===== src/rtl/reg_file_shadowed.sv =====
// rtl/reg_file_shadowed.sv - register file with shadow bank and save/restore sequencer
module reg_file_shadowed #(
  parameter int W       = 8,
  parameter int A       = 3,
  parameter int BYPASS  = 1,
  parameter int R0_ZERO = 0
) (
  input  logic         Clk,
  input  logic         ResetN,
  input  logic         WriteEn,
  input  logic [A-1:0] Waddr,
  input  logic [W-1:0] DataIn,
  input  logic [A-1:0] RaddrA,
  input  logic [A-1:0] RaddrB,
  output logic [W-1:0] DataOutA,
  output logic [W-1:0] DataOutB,
  input  logic         SaveReq,
  input  logic         RestoreReq,
  output logic         Busy,
  output logic         Done,
  output logic         WriteDrop
);

  localparam int N = 2 ** A;
  localparam logic [A-1:0] LAST = A'(N - 1);

  typedef enum logic [1:0] {
    IDLE    = 2'd0,
    SAVE    = 2'd1,
    RESTORE = 2'd2
  } state_t;

  state_t       state_q, state_d;
  logic [A-1:0] idx_q, idx_d;
  logic [W-1:0] live_q   [N];
  logic [W-1:0] shadow_q [N];
  logic         busy;
  logic         seq_last;
  logic         wr_eff;
  logic         done_q;
  logic         drop_q;

  assign busy     = (state_q != IDLE);
  assign seq_last = busy && (idx_q == LAST);
  // Writes are blocked while sequencing; r0 writes vanish when r0 is hard-wired
  assign wr_eff   = WriteEn && !busy && !((R0_ZERO != 0) && (Waddr == '0));

  assign Busy      = busy;
  assign Done      = done_q;
  assign WriteDrop = drop_q;

  // State register and copy index
  always_ff @(posedge Clk or negedge ResetN) begin
    if (!ResetN) begin
      state_q <= IDLE;
      idx_q   <= '0;
    end else begin
      state_q <= state_d;
      idx_q   <= idx_d;
    end
  end

  // Next-state: SAVE has priority; requests while busy are simply not looked at
  always_comb begin
    state_d = state_q;
    idx_d   = idx_q;
    case (state_q)
      IDLE: begin
        idx_d = '0;
        if (SaveReq) begin
          state_d = SAVE;
        end else if (RestoreReq) begin
          state_d = RESTORE;
        end
      end
      SAVE, RESTORE: begin
        idx_d = idx_q + A'(1);
        if (idx_q == LAST) begin
          state_d = IDLE;
        end
      end
      default: begin
        state_d = IDLE;
        idx_d   = '0;
      end
    endcase
  end

  // Completion and dropped-write pulses, one cycle each
  always_ff @(posedge Clk or negedge ResetN) begin
    if (!ResetN) begin
      done_q <= 1'b0;
      drop_q <= 1'b0;
    end else begin
      done_q <= seq_last;
      drop_q <= WriteEn && busy;
    end
  end

  // Live bank: restore copies one entry per cycle, otherwise the core write port
  always_ff @(posedge Clk or negedge ResetN) begin
    if (!ResetN) begin
      for (int i = 0; i < N; i++) begin
        live_q[i] <= '0;
      end
    end else if (state_q == RESTORE) begin
      if (!((R0_ZERO != 0) && (idx_q == '0))) begin
        live_q[idx_q] <= shadow_q[idx_q];
      end
    end else if (wr_eff) begin
      live_q[Waddr] <= DataIn;
    end
  end

  // Shadow bank: filled one entry per cycle during SAVE
  always_ff @(posedge Clk or negedge ResetN) begin
    if (!ResetN) begin
      for (int i = 0; i < N; i++) begin
        shadow_q[i] <= '0;
      end
    end else if (state_q == SAVE) begin
      shadow_q[idx_q] <= live_q[idx_q];
    end
  end

  function automatic logic [W-1:0] rd_mux(
    input logic [A-1:0] ra,
    input logic [W-1:0] stored,
    input logic         hit,
    input logic [W-1:0] wdata
  );
    if ((R0_ZERO != 0) && (ra == '0)) begin
      return '0;
    end else if ((BYPASS != 0) && hit) begin
      return wdata;
    end else begin
      return stored;
    end
  endfunction

  // Combinational read ports with optional write-through bypass
  always_comb begin
    DataOutA = rd_mux(RaddrA, live_q[RaddrA], wr_eff && (Waddr == RaddrA), DataIn);
    DataOutB = rd_mux(RaddrB, live_q[RaddrB], wr_eff && (Waddr == RaddrB), DataIn);
  end

endmodule


===== config.mk =====
export PLATFORM = sky130hd
export DESIGN_NAME = reg_file_shadowed
export DESIGN_NICKNAME = d
export VERILOG_FILES = /design/src/rtl/reg_file_shadowed.sv
export SDC_FILE = /design/constraint.sdc
export NUM_CORES = 1
export LEC_CHECK = 0
export CAP_MARGIN = 5
export CORE_AREA = 2 2 136 138
export CTS_BUF_LIST = sky130_fd_sc_hd__clkbuf_4 sky130_fd_sc_hd__clkbuf_8
export CTS_CLUSTER_SIZE = 12
export DETAILED_ROUTE_END_ITERATION = 6
export DIE_AREA = 0 0 138 140
export PLACE_DENSITY = 0.65
export SLEW_MARGIN = 25
export SYNTH_ARGS = -nofsm -noshare
export SYNTH_HDL_FRONTEND = slang
export SYNTH_SLANG_ARGS = --single-unit
export TNS_END_PERCENT = 30

===== constraint.sdc =====
create_clock -name Clk -period 2.2 [get_ports Clk]
set_clock_uncertainty 0.1 [all_clocks]
set_input_delay 0.44 -clock Clk [delete_from_list [all_inputs] [get_ports Clk]]
set_output_delay 0.44 -clock Clk [all_outputs]
set_load 0.01 [all_outputs]

==> flow_metrics.tcl <==
set metrics [dict create \
    area_delta_synth_final_pct 33.5 \
    violations "negative setup slack" \
    portBuffers 40 \
    worstMarginPinSlew_ps 570 \
    die_w_um 138 \
    die-area_mm2 0.0193 \
    syn-num-nets 711 \
    ys_ff_latch 135 \
    crit_required_ps 1660 \
    powerDensity_mw_per_mm2 1140 \
    crit_path_end_kind "output port" \
    syn_area_mm2 0.00808 \
    crit_chain "buf_6 > mux4_2 > mux2_4 > mux2_4 > buf_6" \
    cts_max_path_buffers 2 \
    n_antenna_cell 0 \
    io-pin-count 41 \
    dpl.hpwl_um 19900 \
    cts_tree "built" \
    finalWirelength_um 27500 \
    antenna_found_initial 0 \
    relSlewSlack_pct 62.0 \
    synthDistinctLibCells 52 \
    core_mm2 0.0178 \
    finalMaxSlewViolations 0 \
    synthSimpleGateAreaFrac_pct 13.6 \
    fin_crit_sh_pct 120 \
    hold_path_class "flop to flop" \
    start_util_pct 45.5 \
    ys.warnings.count 0 \
    reg2reg_from "state_q[0]$_DFFE_PN0P_" \
    vias 6845 \
    ir_drop_uv 551 \
    synth_top_family_by_area "multiplexers" \
    cts-root-buf "clkbuf_8" \
    ys.flop_type "dfrtp_1" \
    placed_area_mm2 0.00996 \
    grt_max_degree 62 \
    critPathMaxFanout 2 \
    hold_ws_ps 379 \
    crit_start "live_q[31]$_DFFE_PN0P_" \
    first_global_vias 6999 \
    yosysMostFrequentCell "dfrtp_1" \
    tns_ps -6330 \
    rr_worst_depth 8 \
    fin_ws_ps -438 \
    fin_area_mm2 0.0108 \
    cp_slowest_cell "mux4_2" \
    grt_pass1_wl_um 42700 \
    clk_pin_slew_worst_paths_ps 80 \
    gp_congestion 0.913 \
    rsz0062_at_grt "yes" \
    yosys.area_share.xor_xnor_pct 0.650 \
    critPathLaunchType "flop" \
    drc 0 \
    synth-async-reset-ratio_pct 100 \
    fin_nets 925 \
    cp.arrival_ps 2100 \
    synth.area.mux_share_pct 23.4 \
    ant_nets 0 \
    drv_cap 0 \
    worstHoldStart "shadow_q[7]$_DFFE_PN0P_" \
    synth_area_leaders "dfrtp_1, mux4_1, mux4_2" \
    drive_above_1_share_pct 40.3 \
    avgSynthCellArea_um2 11.8 \
    power.leakage_uw 0.00491 \
    firstDrtPassIters 5 \
    overflow 0 \
    ys_seq_area_share_pct 41.8 \
    synth_edf_count 0 \
    post-route-min-period_ps 2640 \
    fmax_mhz 379 \
    grt_use_total_pct 29.3 \
    wl_per_cell_um 24.2 \
    fillers 1502 \
    max_stage_delay_ps 440 \
    rows 49 \
    routed_via_density 6.00 \
    hold_viol_final 0 \
    hold_depth 2 \
    cts-buffers-inserted 17 \
    setup_viol 16 \
    synthAdderAreaFrac_pct 0.774 \
    yosysTopAreaCell "dfrtp_1" \
    synth_compound_area_share_pct 13.8 \
    postSynthCellCount 684 \
    dieHeight_um 140 \
    clk_latency_ps 460 \
    criticalPathCategory "flop to output port" \
    clock_sinks 135 \
    drt_iter0_drc 561 \
    synth_top_cells_by_count "dfrtp_1, nand2_1, o21ai_0" \
    cts_max_level 4 \
    fin_util_pct 60.7 \
    post-synth-top-area-fraction_pct 41.8 \
    outcome "finished, violations left" \
]
==> where the power goes <==
group	leakage (uW)	total (uW)	switching [uW]	internal [uW]
sequential	0.00180	4010	730	3280
clock	0.000195	2080	1040	1040
combinational	0.00291	6250	2730	3510
==> layer usage <==
| metal | part of all wire (%) | global-route usage, % |
|---|---|---|
| met1 | 44 | 40.6 |
| met3 | 6.8 | 7.28 |
| met2 | 46 | 45.6 |
| met5 | 0 | 0 |
| met4 | 3.2 | 9.51 |
==> cells by family after synthesis <==
| group | count (synthesis) |
|---|---|
| xor+xnor | 6 |
| compound gates | 145 |
| fa+ha+maj | 5 |
| mux | 102 |
| simple gates | 196 |
| flops | 135 |
| buf+inv | 95 |
==> path summary, 6_finish.rpt <==
check                                          endpoint  slack [ps]
worst max-delay path                        DataOutA[7]        -440
worst min-delay path            shadow_q[7]$_DFFE_PN0P_         380
worst max register to register   live_q[43]$_DFFE_PN0P_          50
worst min register to register  shadow_q[7]$_DFFE_PN0P_         380
max in group asynchronous        live_q[53]$_DFFE_PN0P_         890
min in group asynchronous       shadow_q[2]$_DFFE_PN0P_         420
==> registers in the layout, indices dropped and copies added (netlist names) <==
| register | flops |
|---|---|
| idx_q | 3 |
| WriteDrop | 1 |
| live_q | 64 |
| shadow_q | 64 |
| Done | 1 |
| state_q | 2 |
==> placed cells by master, fill, tap and decap left out, types with 4 or more instances in the layout <==
master | synthesis | routed
a221o_1 | 31 | 31
and2_1 | 33 | 33
buf_12 | 2 | 19
buf_4 | 5 | 173
buf_6 | 7 | 28
clkbuf_8 | 0 | 18
clkdlybuf4s50_1 | 0 | 13
clkinv_4 | 0 | 4
dfrtp_1 | 135 | 131
dlygate4sd2_1 | 0 | 8
inv_1 | 44 | 42
mux2_2 | 40 | 23
mux2_4 | 0 | 17
mux2i_1 | 6 | 6
mux4_1 | 32 | 11
mux4_2 | 24 | 45
nand2_1 | 103 | 102
nand2b_1 | 8 | 8
nand4_1 | 4 | 4
nand4b_1 | 4 | 4
nor2b_1 | 14 | 14
o211ai_1 | 5 | 5
o21ai_0 | 46 | 46
o221ai_1 | 28 | 28
o31ai_1 | 6 | 6
xor2_1 | 6 | 6
==> critical path: cells and delay by family (launching register included) <==
family | cells | cell delay (ps)
mux | 3 | 970
buf+inv | 2 | 250
flops | 1 | 420
==> repair_timing <==
action / 4_1_cts / 5_1_grt
endpoints found under the hold margin: 57 / 0
cloned: 2 / 0
setup endpoints to repair: 24 / 67
hold buffers: 1 / 0
buffers inserted: 29 / 6
pin swaps: 4 / 2
gates resized for setup: 147 / 16
==> final cells by class <==
cell class                 count  area (um2)  share of cell area, %
timing repair buffer         246        2270                   21.0
multi-input combinational    454        4290                   39.7
tap                          229         287                   2.65
inverter                      44         165                   1.53
clock inverter                14         150                   1.39
sequential                   135        3390                   31.4
clock buffer                  18         248                   2.30
==> metrics by stage <==
stage | std cells | setup slack (ps) | total power [uW]
floorplan | 684 | -95.8 | 6770
global placement | 1071 | -1050 | 9440
detailed placement | 1071 | -1080 | 9620
CTS | 1135 | -452 | 12100
global route | 1140 | -498 | 13000
finish | 1140 | -438 | 12300
No activity file was read; power rests on OpenSTA's default activity.
